==> src/rtl/clock_display_scan.sv <==
// clock_display_scan: multiplexed HH:MM seven-segment driver.
// Snapshots hours/minutes/alarm once per scan frame, blinks while the alarm
// is active and shows dashes for out-of-range fields. All outputs registered
// and computed from next state so they change with digit_idx.
module clock_display_scan #(
  parameter int SCAN_DIV     = 1000,
  parameter int BLINK_FRAMES = 64
) (
  input  logic       clk,
  input  logic       rst_n,
  input  logic       ena,
  input  logic [4:0] hours,
  input  logic [5:0] minutes,
  input  logic       alarm,
  output logic [6:0] seg,
  output logic [3:0] dig,
  output logic       colon
);

  localparam int SW = (SCAN_DIV > 1) ? $clog2(SCAN_DIV) : 1;
  localparam int FW = (BLINK_FRAMES > 1) ? $clog2(BLINK_FRAMES) : 1;
  localparam logic [SW-1:0] SCAN_LAST  = SW'(SCAN_DIV - 1);
  localparam logic [FW-1:0] FRAME_LAST = FW'(BLINK_FRAMES - 1);
  localparam logic [6:0]    SEG_DASH   = 7'h40;

  logic [SW-1:0] scan_cnt_q, scan_cnt_d;
  logic [1:0]    digit_idx_q, digit_idx_d;
  logic [4:0]    snap_h_q, snap_h_d;
  logic [5:0]    snap_m_q, snap_m_d;
  logic          snap_a_q, snap_a_d;
  logic [FW-1:0] frame_cnt_q, frame_cnt_d;
  logic          blink_ph_q, blink_ph_d;
  logic [6:0]    seg_q, seg_d;
  logic [3:0]    dig_q, dig_d;
  logic          colon_q, colon_d;

  logic          digit_wrap;
  logic          frame_edge;
  logic [3:0]    h_tens, h_units, m_tens, m_units;
  logic          h_ok, m_ok;

  function automatic logic [6:0] seg_code(input logic [3:0] v);
    case (v)
      4'd0:    seg_code = 7'h3F;
      4'd1:    seg_code = 7'h06;
      4'd2:    seg_code = 7'h5B;
      4'd3:    seg_code = 7'h4F;
      4'd4:    seg_code = 7'h66;
      4'd5:    seg_code = 7'h6D;
      4'd6:    seg_code = 7'h7D;
      4'd7:    seg_code = 7'h07;
      4'd8:    seg_code = 7'h7F;
      4'd9:    seg_code = 7'h6F;
      default: seg_code = 7'h00;
    endcase
  endfunction

  // Next-state for scan/frame/blink counters and snapshots, plus registered outputs from that next state.
  always_comb begin
    scan_cnt_d  = scan_cnt_q;
    digit_idx_d = digit_idx_q;
    snap_h_d    = snap_h_q;
    snap_m_d    = snap_m_q;
    snap_a_d    = snap_a_q;
    frame_cnt_d = frame_cnt_q;
    blink_ph_d  = blink_ph_q;
    seg_d       = 7'h00;
    dig_d       = 4'b0000;
    colon_d     = 1'b0;
    digit_wrap  = (scan_cnt_q == SCAN_LAST);
    frame_edge  = digit_wrap && (digit_idx_q == 2'd0);

    if (ena) begin
      if (digit_wrap) begin
        scan_cnt_d  = '0;
        digit_idx_d = digit_idx_q - 2'd1;
      end else begin
        scan_cnt_d = scan_cnt_q + SW'(1);
      end
      if (frame_edge) begin
        snap_h_d = hours;
        snap_m_d = minutes;
        snap_a_d = alarm;
        if (frame_cnt_q == FRAME_LAST) begin
          frame_cnt_d = '0;
          blink_ph_d  = ~blink_ph_q;
        end else begin
          frame_cnt_d = frame_cnt_q + FW'(1);
        end
      end
    end

    h_ok    = (snap_h_d <= 5'd23);
    m_ok    = (snap_m_d <= 6'd59);
    h_tens  = 4'(snap_h_d / 5'd10);
    h_units = 4'(snap_h_d % 5'd10);
    m_tens  = 4'(snap_m_d / 6'd10);
    m_units = 4'(snap_m_d % 6'd10);

    if (ena) begin
      colon_d = ~blink_ph_d;
      if (!(snap_a_d && blink_ph_d)) begin
        dig_d = 4'b0001 << digit_idx_d;
        case (digit_idx_d)
          2'd3:    seg_d = h_ok ? seg_code(h_tens)  : SEG_DASH;
          2'd2:    seg_d = h_ok ? seg_code(h_units) : SEG_DASH;
          2'd1:    seg_d = m_ok ? seg_code(m_tens)  : SEG_DASH;
          default: seg_d = m_ok ? seg_code(m_units) : SEG_DASH;
        endcase
      end
    end
  end

  // State and output registers with synchronous active-high reset.
  always_ff @(posedge clk) begin
    if (rst_n) begin
      scan_cnt_q  <= '0;
      digit_idx_q <= 2'd3;
      snap_h_q    <= '0;
      snap_m_q    <= '0;
      snap_a_q    <= 1'b0;
      frame_cnt_q <= '0;
      blink_ph_q  <= 1'b0;
      seg_q       <= '0;
      dig_q       <= '0;
      colon_q     <= 1'b0;
    end else begin
      scan_cnt_q  <= scan_cnt_d;
      digit_idx_q <= digit_idx_d;
      snap_h_q    <= snap_h_d;
      snap_m_q    <= snap_m_d;
      snap_a_q    <= snap_a_d;
      frame_cnt_q <= frame_cnt_d;
      blink_ph_q  <= blink_ph_d;
      seg_q       <= seg_d;
      dig_q       <= dig_d;
      colon_q     <= colon_d;
    end
  end

  assign seg   = seg_q;
  assign dig   = dig_q;
  assign colon = colon_q;

endmodule

==> config.mk <==
export PLATFORM = sky130hd
export DESIGN_NAME = clock_display_scan
export DESIGN_NICKNAME = d
export VERILOG_FILES = /design/src/rtl/clock_display_scan.sv
export SDC_FILE = /design/constraint.sdc
export NUM_CORES = 1
export LEC_CHECK = 0
export CAP_MARGIN = 20
export CORE_MARGIN = 3
export CORE_UTILIZATION = 31
export CTS_CLUSTER_SIZE = 14
export DETAILED_ROUTE_END_ITERATION = 7
export PLACE_DENSITY = 0.58
export SYNTH_ARGS = -nofsm -noshare
export SYNTH_HDL_FRONTEND = slang
export SYNTH_SLANG_ARGS = --single-unit
==> constraint.sdc <==
create_clock -name clk -period 10.55 [get_ports clk]
set_input_delay 2.11 -clock clk [delete_from_list [all_inputs] [get_ports clk]]
set_output_delay 2.11 -clock clk [all_outputs]
set_load 0.02 [all_outputs]
==> run summary <==
FLOORPLAN
----------------------------------------------------------------------------------
Area enclosed by the die boundary                                       11,200 µm²
# IOs                                                                           27
Area of the core                                                          9460 µm²
Initial cell density of the core                                             32.7%
Width of the die                                                            106 µm
Number of core rows                                                             35
Die outline height                                                          106 µm

DRT
----------------------------------------------------------------------------------
Detailed router's first-iteration violation count                              137
Post-DR vias/cell                                                             5.17
First-pass DRT Iterations                                                        4
Total length of routed wires                                               7.25 mm
Remaining number of nets flagged by the antenna check after routing              0
Residual DRC count                                                               0
Count of vias placed by the detailed router                                  2,755
Routed length per placed instance                                          13.6 µm

STA
----------------------------------------------------------------------------------
Final count of pins violating max slew                                           0
Share of the cycle needed by the critical path after routing                 62.1%
Fin crit period                                                            6550 ps
Count of final hold-check violations                                             0
Worst slew slack as a fraction of its limit                                  43.1%
Unrepaired setup endpoints after global routing                                 no
Worst slack on hold paths                                                   485 ps
Least-Margin Pin Slew                                                       830 ps
Total Neg Setup Slack                                                         0 ps
Setup skew after layout                                                    12.2 ps
Final setup violation count                                                      0
Achievable frequency                                                     0.153 GHz

GLOBAL ROUTING
----------------------------------------------------------------------------------
GR Overflow Total                                                                0
Largest net degree at the start of global routing                               30
Number of global-route vias before repair                                    2,634
Number of antenna violations at the first check in global routing                0
Global routing usage summed across all routing layers                        13.4%
First-pass GRT wire length                                                 12.7 mm

POWER AND IR DROP
----------------------------------------------------------------------------------
Max rail drop VDD                                                      0.0000451 V
Power per cell area                                                    84.6 nW/µm²
Tot Pwr                                                                   0.303 mW
Reported leakage power                                                     1.46 nW

SYNTH
----------------------------------------------------------------------------------
Synth Warn #                                                                     0
Commonest register cell after synthesis                               sky130_fd_sc_hd__dfxtp_1
Synth Area in Adders                                                         8.08%
Instance count of the mapped netlist                                           380
Register bit total from synthesis                                               43
Most frequent cells after synthesis                                   sky130_fd_sc_hd__dfxtp_1, sky130_fd_sc_hd__nor2_1, sky130_fd_sc_hd__a21oi_1, sky130_fd_sc_hd__mux2i_1, sky130_fd_sc_hd__nand2_1
Seq/Total Area, Yosys                                                        27.8%
Dominant combinational cell family by area after synthesis            simple AND/OR/NAND/NOR gates
Post-synthesis async set-or-reset flop share                                    0%
Proportion of synthesized area in mux cells                                  10.4%
Most repeated cell in the gate-level netlist after synthesis          sky130_fd_sc_hd__dfxtp_1
Synthesized-area fraction occupied by and/or/nand/nor cells                  27.8%
Mean post-synth cell area                                                 8.15 µm²
Leading cell types by total area after synthesis                      sky130_fd_sc_hd__dfxtp_1, sky130_fd_sc_hd__ha_1, sky130_fd_sc_hd__mux2i_1
Number of nets produced by synthesis                                           415
Share of the synthesized area in compound gates (AO/OA/AOI/OAI)              16.7%
Post-synthesis cell area                                                  3100 µm²
XOR/XNOR share of the synthesized area                                       5.09%
Count of flip-flops with a built-in enable after synthesis                       0
Cell taking the most area after synthesis                             sky130_fd_sc_hd__dfxtp_1
Yosys top cell area share                                                    27.8%
Post-synthesis cell type count                                                  59

WORST HOLD PATH
----------------------------------------------------------------------------------
Worst min-delay path class                                              reg -> reg

CELLS AND AREA
----------------------------------------------------------------------------------
Fill cell instance count of the final layout                                   981
Layout Nets                                                                    438
Layout cell share with drive strength beyond 1                               6.44%
Cell Count, Final, Fillers Out                                                 533
Area growth from synthesis to layout                                         15.7%
Final antenna diode count                                                        0

CLOCK NETWORK
----------------------------------------------------------------------------------
Hold buffer count at CTS                                                         0
TritonCTS sink count                                                            43
Cell chosen for the clock root                                        sky130_fd_sc_hd__clkbuf_8
CTS clk-pin slew, worst paths                                                90 ps
Number of buffers inserted during clock tree synthesis                           5
Worst skew pair latency                                                     300 ps
Number of gates given a new drive strength after cts                             0
TritonCTS clock tree                                                         built
Number of buffers added for setup after CTS                                      0
Maximum level of the CTS H-tree                                                  2
Number of buffers between clock root and the deepest sink                        2

CRITICAL PATH
----------------------------------------------------------------------------------
CP Launch Type                                                           input pin
Highest net fanout along the worst path                                         26
Critical path type                                                       in -> reg
Data arrival at the endpoint of the critical path                          6760 ps
Endpoint required time on the critical path                              10,760 ps
Kind of end point of the critical path                                    register

OUTCOME
----------------------------------------------------------------------------------
Outcome                                                                  completed

PLACEMENT
----------------------------------------------------------------------------------
DP Wirelength                                                              5.48 mm
Port Buf Inserts                                                                26
Gpl congestion                                                               0.837
Instance count after placement with tap cells included                         524

JOB
----------------------------------------------------------------------------------
Max-cap check violation count                                                    0

cell usage in the layout (no fill, tap or decap), drive strengths merged, types with 11 or more instances in the layout:
master / n
nand2b: 13
nor2: 37
mux2i: 26
clkdlybuf4s50: 26
nand3: 19
dfxtp: 43
inv: 17
nor2b: 12
nor3: 20
o21ai: 11
nand2: 24
a21oi: 25
ha: 20
xnor2: 11
final cells by class:
type | count | area, µm² | area share (%)
inverter | 17 | 63.8 | 1.78
sequential | 43 | 861 | 24.0
multi-input combinational | 307 | 2110 | 58.8
timing repair buffer | 29 | 290 | 8.11
clock buffer | 6 | 82.6 | 2.31
tap | 129 | 161 | 4.51
clock inverter | 2 | 16.3 | 0.454
flip-flops by register name, indices dropped and copies added (netlist names):
signal and flops:
digit_idx_q 2, frame_cnt_q 6, dig 4, seg 7, snap_a_q 1, scan_cnt_q 10
snap_m_q 6, snap_h_q 5, blink_ph_q 1, colon 1
report_power, final:
| group | total [mW] | internal (mW) | switching [mW] |
|---|---|---|---|
| Sequential | 0.165 | 0.164 | 0.00108 |
| Clock | 0.114 | 0.0535 | 0.0610 |
| Combinational | 0.0231 | 0.0116 | 0.0115 |
worst paths after layout:
check / slack (ps) / end / start / cells past startpoint
worst max-delay path: 4000 / seg[4]$_SDFF_PP0_ / ena / 20
worst min-delay path: 490 / scan_cnt_q[9]$_SDFFE_PP0P_ / scan_cnt_q[9]$_SDFFE_PP0P_ / 2
worst max register to register: 5750 / seg[4]$_SDFF_PP0_ / scan_cnt_q[0]$_SDFFE_PP0P_ / 20
worst min register to register: 490 / scan_cnt_q[9]$_SDFFE_PP0P_ / scan_cnt_q[9]$_SDFFE_PP0P_ / 2
worst max-delay path, stage by stage:
cell and delay (ps):
sky130_fd_sc_hd__clkdlybuf4s50_1 560, sky130_fd_sc_hd__and2_1 280, sky130_fd_sc_hd__and4_1 210, sky130_fd_sc_hd__buf_4 330
sky130_fd_sc_hd__mux2i_4 400, sky130_fd_sc_hd__inv_1 100, sky130_fd_sc_hd__ha_1 420, sky130_fd_sc_hd__a21oi_1 70
sky130_fd_sc_hd__mux2i_1 190, sky130_fd_sc_hd__a21oi_1 120, sky130_fd_sc_hd__a21oi_2 350, sky130_fd_sc_hd__nand2_1 140
sky130_fd_sc_hd__a41o_1 380, sky130_fd_sc_hd__xnor2_1 190, sky130_fd_sc_hd__inv_1 100, sky130_fd_sc_hd__ha_1 190
sky130_fd_sc_hd__inv_1 70, sky130_fd_sc_hd__nor4b_1 280, sky130_fd_sc_hd__o21ai_0 130, sky130_fd_sc_hd__o2111ai_1 130
cells by family after synthesis:
family          after synthesis
buf+inv                      30
xor+xnor                     18
fa+ha+maj                    20
simple gates                163
mux                          30
flops                        43
compound gates               76
routing by layer:
metal,track usage (%),up-vias,share of wire [%]
li1,-,1411,-
met1,18.7,1267,49
met2,21.1,66,44
met3,1.88,11,4.6
met4,4.35,0,1.8
met5,0,-,0
through the flow:
step                setup slack (ps)  util (%)  instance area [µm²]
global route                    3590      37.9                 3580
detailed placement              3740      36.7                 3470
floorplan                       5050         -                 3100
CTS                             4030      37.7                 3570
finish                          4000      37.9                 3580
global placement                3780      36.7                 3470
(Power assumes the default switching activity.)
